`config.mk`:
```
export PLATFORM = sky130hd
export DESIGN_NAME = fb_frame_sequencer
export DESIGN_NICKNAME = d
export VERILOG_FILES = /design/src/rtl/fb_frame_sequencer.sv
export SDC_FILE = /design/constraint.sdc
export NUM_CORES = 1
export LEC_CHECK = 0
export ABC_AREA = 1
export CORE_MARGIN = 5
export CORE_UTILIZATION = 40
export CTS_CLUSTER_DIAMETER = 30
export CTS_CLUSTER_SIZE = 30
export DETAILED_ROUTE_END_ITERATION = 7
export PLACE_DENSITY = 0.75
export SYNTH_ARGS = -nofsm -noshare
export SYNTH_HDL_FRONTEND = slang
export SYNTH_SLANG_ARGS = --single-unit
```
`constraint.sdc`:
```
create_clock -name clk_write -period 1.4 [get_ports clk_write]
set_clock_uncertainty 0.1 [all_clocks]
set_input_delay 0.21 -clock clk_write [delete_from_list [all_inputs] [get_ports clk_write]]
set_output_delay 0.21 -clock clk_write [all_outputs]
set_load 0.03 [all_outputs]
```
`src/rtl/fb_frame_sequencer.sv`:
```
// Write-domain sequencer for the SRAM double framebuffer: gates renderer writes,
// waits for vblank after frame-done, then pulses swap. Define FB_CLEAR_EN to add the back-buffer clear.
module fb_frame_sequencer #(
  parameter  int FB_WIDTH    = 160,
  parameter  int FB_HEIGHT   = 120,
  parameter  int SYNC_STAGES = 2,
  localparam int XW          = $clog2(FB_WIDTH),
  localparam int YW          = $clog2(FB_HEIGHT)
) (
  input  logic          clk_write,
  input  logic          rst,
  input  logic          vblank_rd,
  input  logic          render_we,
  input  logic [XW-1:0] render_x,
  input  logic [YW-1:0] render_y,
  input  logic [11:0]   render_data,
  input  logic          render_done,
  input  logic [11:0]   fill_color,
  output logic          render_ready,
  output logic          fb_we,
  output logic [XW-1:0] fb_x,
  output logic [YW-1:0] fb_y,
  output logic [11:0]   fb_data,
  output logic          fb_swap,
  output logic [7:0]    frame_count
);

  localparam logic [XW:0]   X_LIM  = (XW+1)'(FB_WIDTH);
  localparam logic [YW:0]   Y_LIM  = (YW+1)'(FB_HEIGHT);

  typedef enum logic [1:0] {
    S_RENDER  = 2'd0,
    S_WAIT_VB = 2'd1,
    S_SWAP    = 2'd2,
    S_CLEAR   = 2'd3
  } state_t;

  state_t               r_state;
  state_t               w_state_n;

  logic [SYNC_STAGES-1:0] r_sync;
  logic                 r_vb_prev;
  logic                 w_vb_sync;
  logic                 w_vb_rise;
  logic                 w_in_range;

  logic                 r_ready,   w_ready_n;
  logic                 r_fb_we,   w_fb_we_n;
  logic [XW-1:0]        r_fb_x,    w_fb_x_n;
  logic [YW-1:0]        r_fb_y,    w_fb_y_n;
  logic [11:0]          r_fb_data, w_fb_data_n;
  logic                 r_fb_swap, w_fb_swap_n;
  logic [7:0]           r_count,   w_count_n;

`ifdef FB_CLEAR_EN
  localparam logic [XW-1:0] X_LAST = XW'(FB_WIDTH - 1);
  localparam logic [YW-1:0] Y_LAST = YW'(FB_HEIGHT - 1);

  logic [XW-1:0]        r_clr_x,   w_clr_x_n;
  logic [YW-1:0]        r_clr_y,   w_clr_y_n;
  logic [11:0]          r_fill,    w_fill_n;
  logic                 w_clr_last;
  logic [XW-1:0]        w_clr_x_inc;
  logic [YW-1:0]        w_clr_y_inc;
`else
  logic                 w_unused_fill;
  assign w_unused_fill = ^fill_color;
`endif

  // vblank_rd is asynchronous here; only the last synchronizer flop feeds logic.
  assign w_vb_sync  = r_sync[SYNC_STAGES-1];
  assign w_vb_rise  = w_vb_sync & ~r_vb_prev;
  assign w_in_range = ({1'b0, render_x} < X_LIM) && ({1'b0, render_y} < Y_LIM);

`ifdef FB_CLEAR_EN
  assign w_clr_last  = (r_clr_x == X_LAST) && (r_clr_y == Y_LAST);
  assign w_clr_x_inc = (r_clr_x == X_LAST) ? '0 : r_clr_x + 1'b1;
  assign w_clr_y_inc = (r_clr_x == X_LAST) ? r_clr_y + 1'b1 : r_clr_y;
`endif

  // NOTE: every signal gets a default before the case so no path infers a latch.
  always_comb begin
    w_state_n   = r_state;
    w_fb_we_n   = 1'b0;
    w_fb_x_n    = r_fb_x;
    w_fb_y_n    = r_fb_y;
    w_fb_data_n = r_fb_data;
    w_fb_swap_n = 1'b0;
    w_count_n   = r_count;
`ifdef FB_CLEAR_EN
    w_clr_x_n   = r_clr_x;
    w_clr_y_n   = r_clr_y;
    w_fill_n    = r_fill;
`endif

    case (r_state)
      S_RENDER: begin
        if (render_we && w_in_range) begin
          w_fb_we_n   = 1'b1;
          w_fb_x_n    = render_x;
          w_fb_y_n    = render_y;
          w_fb_data_n = render_data;
        end
        if (render_done) begin
          w_state_n = S_WAIT_VB;
        end
      end

      S_WAIT_VB: begin
        if (w_vb_rise) begin
          w_state_n   = S_SWAP;
          w_fb_swap_n = 1'b1;
          w_count_n   = r_count + 8'd1;
`ifdef FB_CLEAR_EN
          w_fill_n    = fill_color;
`endif
        end
      end

      S_SWAP: begin
`ifdef FB_CLEAR_EN
        // Pixel (0,0) goes out on the cycle after the swap pulse.
        w_state_n   = S_CLEAR;
        w_fb_we_n   = 1'b1;
        w_fb_x_n    = '0;
        w_fb_y_n    = '0;
        w_fb_data_n = r_fill;
        w_clr_x_n   = '0;
        w_clr_y_n   = '0;
`else
        w_state_n   = S_RENDER;
`endif
      end

`ifdef FB_CLEAR_EN
      S_CLEAR: begin
        // Counters track the pixel currently presented on fb_*.
        if (w_clr_last) begin
          w_state_n = S_RENDER;
          w_clr_x_n = '0;
          w_clr_y_n = '0;
        end else begin
          w_fb_we_n   = 1'b1;
          w_fb_x_n    = w_clr_x_inc;
          w_fb_y_n    = w_clr_y_inc;
          w_fb_data_n = r_fill;
          w_clr_x_n   = w_clr_x_inc;
          w_clr_y_n   = w_clr_y_inc;
        end
      end
`endif

      default: begin
        w_state_n = S_RENDER;
      end
    endcase

    w_ready_n = (w_state_n == S_RENDER);
  end

  // NOTE: sequential state uses non-blocking assignments so all flops update together.
  always_ff @(posedge clk_write or posedge rst) begin
    if (rst) begin
      r_state   <= S_RENDER;
      r_sync    <= '0;
      r_vb_prev <= 1'b0;
      r_ready   <= 1'b1;
      r_fb_we   <= 1'b0;
      r_fb_x    <= '0;
      r_fb_y    <= '0;
      r_fb_data <= '0;
      r_fb_swap <= 1'b0;
      r_count   <= '0;
`ifdef FB_CLEAR_EN
      r_clr_x   <= '0;
      r_clr_y   <= '0;
      r_fill    <= '0;
`endif
    end else begin
      r_state   <= w_state_n;
      r_sync    <= {r_sync[SYNC_STAGES-2:0], vblank_rd};
      r_vb_prev <= w_vb_sync;
      r_ready   <= w_ready_n;
      r_fb_we   <= w_fb_we_n;
      r_fb_x    <= w_fb_x_n;
      r_fb_y    <= w_fb_y_n;
      r_fb_data <= w_fb_data_n;
      r_fb_swap <= w_fb_swap_n;
      r_count   <= w_count_n;
`ifdef FB_CLEAR_EN
      r_clr_x   <= w_clr_x_n;
      r_clr_y   <= w_clr_y_n;
      r_fill    <= w_fill_n;
`endif
    end
  end

  assign render_ready = r_ready;
  assign fb_we        = r_fb_we;
  assign fb_x         = r_fb_x;
  assign fb_y         = r_fb_y;
  assign fb_data      = r_fb_data;
  assign fb_swap      = r_fb_swap;
  assign frame_count  = r_count;

endmodule

```
==> results.py <==
metrics = {
    "logic_synthesis": {
        "synthSimpleGateAreaFrac": 0.297,
        "yosys_warnings": 0,
        "syn_area_per_cell_um2": 8.97,
        "synth_top_family_by_area": "simple AND/OR/NAND/NOR gates",
        "synthDistinctLibCells": 19,
        "synth-xor-area-share": 0.0153,
        "synthCells": 192,
        "muxShareOfSynthArea": 0,
        "synthAdderAreaFrac": 0.00726,
        "synth_area_mm2": 0.00172,
        "synth_nets": 237,
        "synth-compound-area-share": 0.00871,
        "ys_ff_latch": 43,
        "ys_seq_area_frac": 0.625,
    },
    "global_routing": {
        "overflow": 0,
        "first_global_vias": 1445,
        "grt_max_degree": 29,
        "antenna_found_initial": 0,
        "grt.total_usage": 0.153,
        "grt_pass1_wl_mm": 6.53,
    },
    "place": {
        "gp_congestion": 0.815,
        "port_buffers": 69,
        "dp_slack_ns": -0.174,
        "dp_cells": 318,
        "dp_hpwl_mm": 2.96,
    },
    "clock_network": {
        "cts.htree.levels": 2,
        "clock_latency_ns": 0.29,
        "cts-root-buf": "clkbuf_8",
        "cts_buffers": 5,
        "clk_pin_slew_ns": 0.08,
        "cts_hold_buffers": 0,
        "numClockSinks": 43,
        "cts_buffer_depth": 2,
        "cts_tree": "yes",
    },
    "pwr": {
        "p_leak_nw": 1.36,
        "power_density_mw_per_mm2": 2080,
        "finalPower_mw": 5.46,
        "ir_drop_mv": 1.09,
    },
    "sta": {
        "slew_headroom": 0.783,
        "tightest_slew_ns": 0.328,
        "setup_slack_ns": 0.0443,
        "grt_setup_unrepaired": "no",
        "fin_crit_ns": 1.36,
        "fmax_mhz": 738,
        "drv_slew": 0,
        "period_share": 0.968,
        "setup_viol": 0,
        "finalHoldViolations": 0,
    },
    "worst_setup_path": {
        "worst-path-buf-inv": 1,
        "required_ns": 1.09,
        "reg2reg_depth": 7,
        "rrSetupSlack_ns": 0.11,
        "critPathKind": "reg -> out",
        "path_cells": "dlygate4sd2_1",
        "cpMaxStageDelayCell": "dlygate4sd2_1",
        "r2r_end": "fb_y[6]$_DFFE_PP0P_",
        "max_stage_delay_ns": 0.41,
        "end_kind": "output pin",
        "cp-start-kind": "register",
        "cp.arrival_ns": 1.05,
        "regToRegStartpoint": "r_state[0]$_DFF_PP0_",
        "crit_family": "buffers and inverters",
        "cp_max_fo": 2,
    },
    "finish": {
        "n_antenna_cell": 0,
        "utilization": 0.641,
        "fin_cells": 326,
        "final_common_cell": "nand2_1",
        "layout-drive-gt1-share": 0.127,
        "final_cell_mix": "109 x nand2_1, 42 x dfrtp_1, 31 x clkdlybuf4s50_1, 16 x clkdlybuf4s15_1, 16 x buf_4",
        "area_delta_synth_final_pct": 52.1,
        "fin_nets": 320,
    },
    "die": {
        "placementRows": 23,
        "io_pins": 82,
        "core-area_mm2": 0.00409,
        "die-area_mm2": 0.00572,
        "start_util": 0.422,
        "die_height_um": 75.6,
        "die-width_um": 75.6,
    },
    "drt": {
        "post_drt_wl_per_cell_um": 12.1,
        "drtPass1Iterations": 4,
        "wirelength_mm": 3.95,
        "avgViaCountPerCell": 4.48,
        "drc": 0,
        "antenna_left": 0,
        "vias": 1461,
        "drt_iter0_drc": 70,
    },
    "run_status": {
        "outcome": "finished, final reports clean",
    },
    "worst_hold_path": {
        "hold_path_class": "in -> async",
    },
    "flow_run": {
        "max_cap_violations": 0,
    },
}
## layout make-up
cell class | count | area (um^2)
clock buffers | 8 | 100
fillers | 361 | 1470
inverters | 12 | 50.0
multi-input cells | 133 | 568
flip-flops and latches | 43 | 1080
well taps | 50 | 62.6
repair buffers | 80 | 762
## report_power, final
part / leakage (nW) / total (mW) / switching [mW] / internal, mW
combinational: 0.767 / 2.59 / 1.67 / 0.920
clock: 0.0515 / 0.847 / 0.397 / 0.450
sequential: 0.539 / 2.02 / 0.276 / 1.75
## metal layers
layer | global-route usage | part of all wire
met5 | 0 | 0
met4 | 0.0641 | 0.020
met3 | 0.0515 | 0.075
met2 | 0.248 | 0.47
met1 | 0.188 | 0.44
## logic make-up after synthesis
logic type                 count (synthesis)
AOI/OAI and AO/OA                          3
xor gates and xnor gates                   3
adders and majority gates                  1
buffers and inverters                     16
DFF                                       43
and+or+nand+nor                          126
## cell usage after synthesis
cell type  instances  share of area
o21ai_1            1         0.0029
inv_1              9          0.020
xnor2_1            2          0.010
buf_2              2         0.0058
nand2_1          110           0.24
o21ai_0            2         0.0058
nand3_4            1          0.010
xor2_1             1         0.0051
inv_2              2         0.0044
nor2_1             7          0.015
dfstp_2            1          0.015
dfrtp_1           42           0.61
nand2_2            1         0.0036
nor2_4             2          0.013
buf_6              2          0.013
ha_1               1         0.0073
nand3_1            4          0.012
inv_4              1         0.0036
nand4_1            1         0.0036
## how the worst max path moves through the flow
stage / from / end / cells past startpoint
final: fb_y[5]$_DFFE_PP0P_ / fb_y[5] / 1
after global routing: frame_count[1]$_DFFE_PP0P_ / frame_count[1] / 1
after CTS: fb_data[6]$_DFFE_PP0P_ / fb_data[6] / 1
after detailed placement: render_x[6] / fb_x[1]$_DFFE_PP0P_ / 6
after global placement: render_x[6] / fb_data[10]$_DFFE_PP0P_ / 6
after floorplan: rst / fb_data[0]$_DFFE_PP0P_ / 1
## what timing repair did
item	4_1_cts	5_1_grt
buffers inserted	0	0
setup endpoints to repair	31	27
resized for setup	31	19
hold endpoints to repair	0	0
## through the flow
step | instance area (um^2) | hold slack [ns] | TNS, ns
final | 2620 | 0.0789 | 0
after CTS | 2590 | 0.0788 | 0
after global placement | 2530 | 0.238 | -3.92
after floorplan | 1720 | 0.141 | 0
after detailed placement | 2530 | 0.236 | -3.91
after global routing | 2620 | 0.0910 | 0
## state kept, by name, indices dropped and copies added, names as in the netlist, 2 cells and up
signal,cells
r_sync,2
fb_data,12
frame_count,8
r_state,2
fb_y,7
fb_x,8
Power figures use the tool's default switching activity.
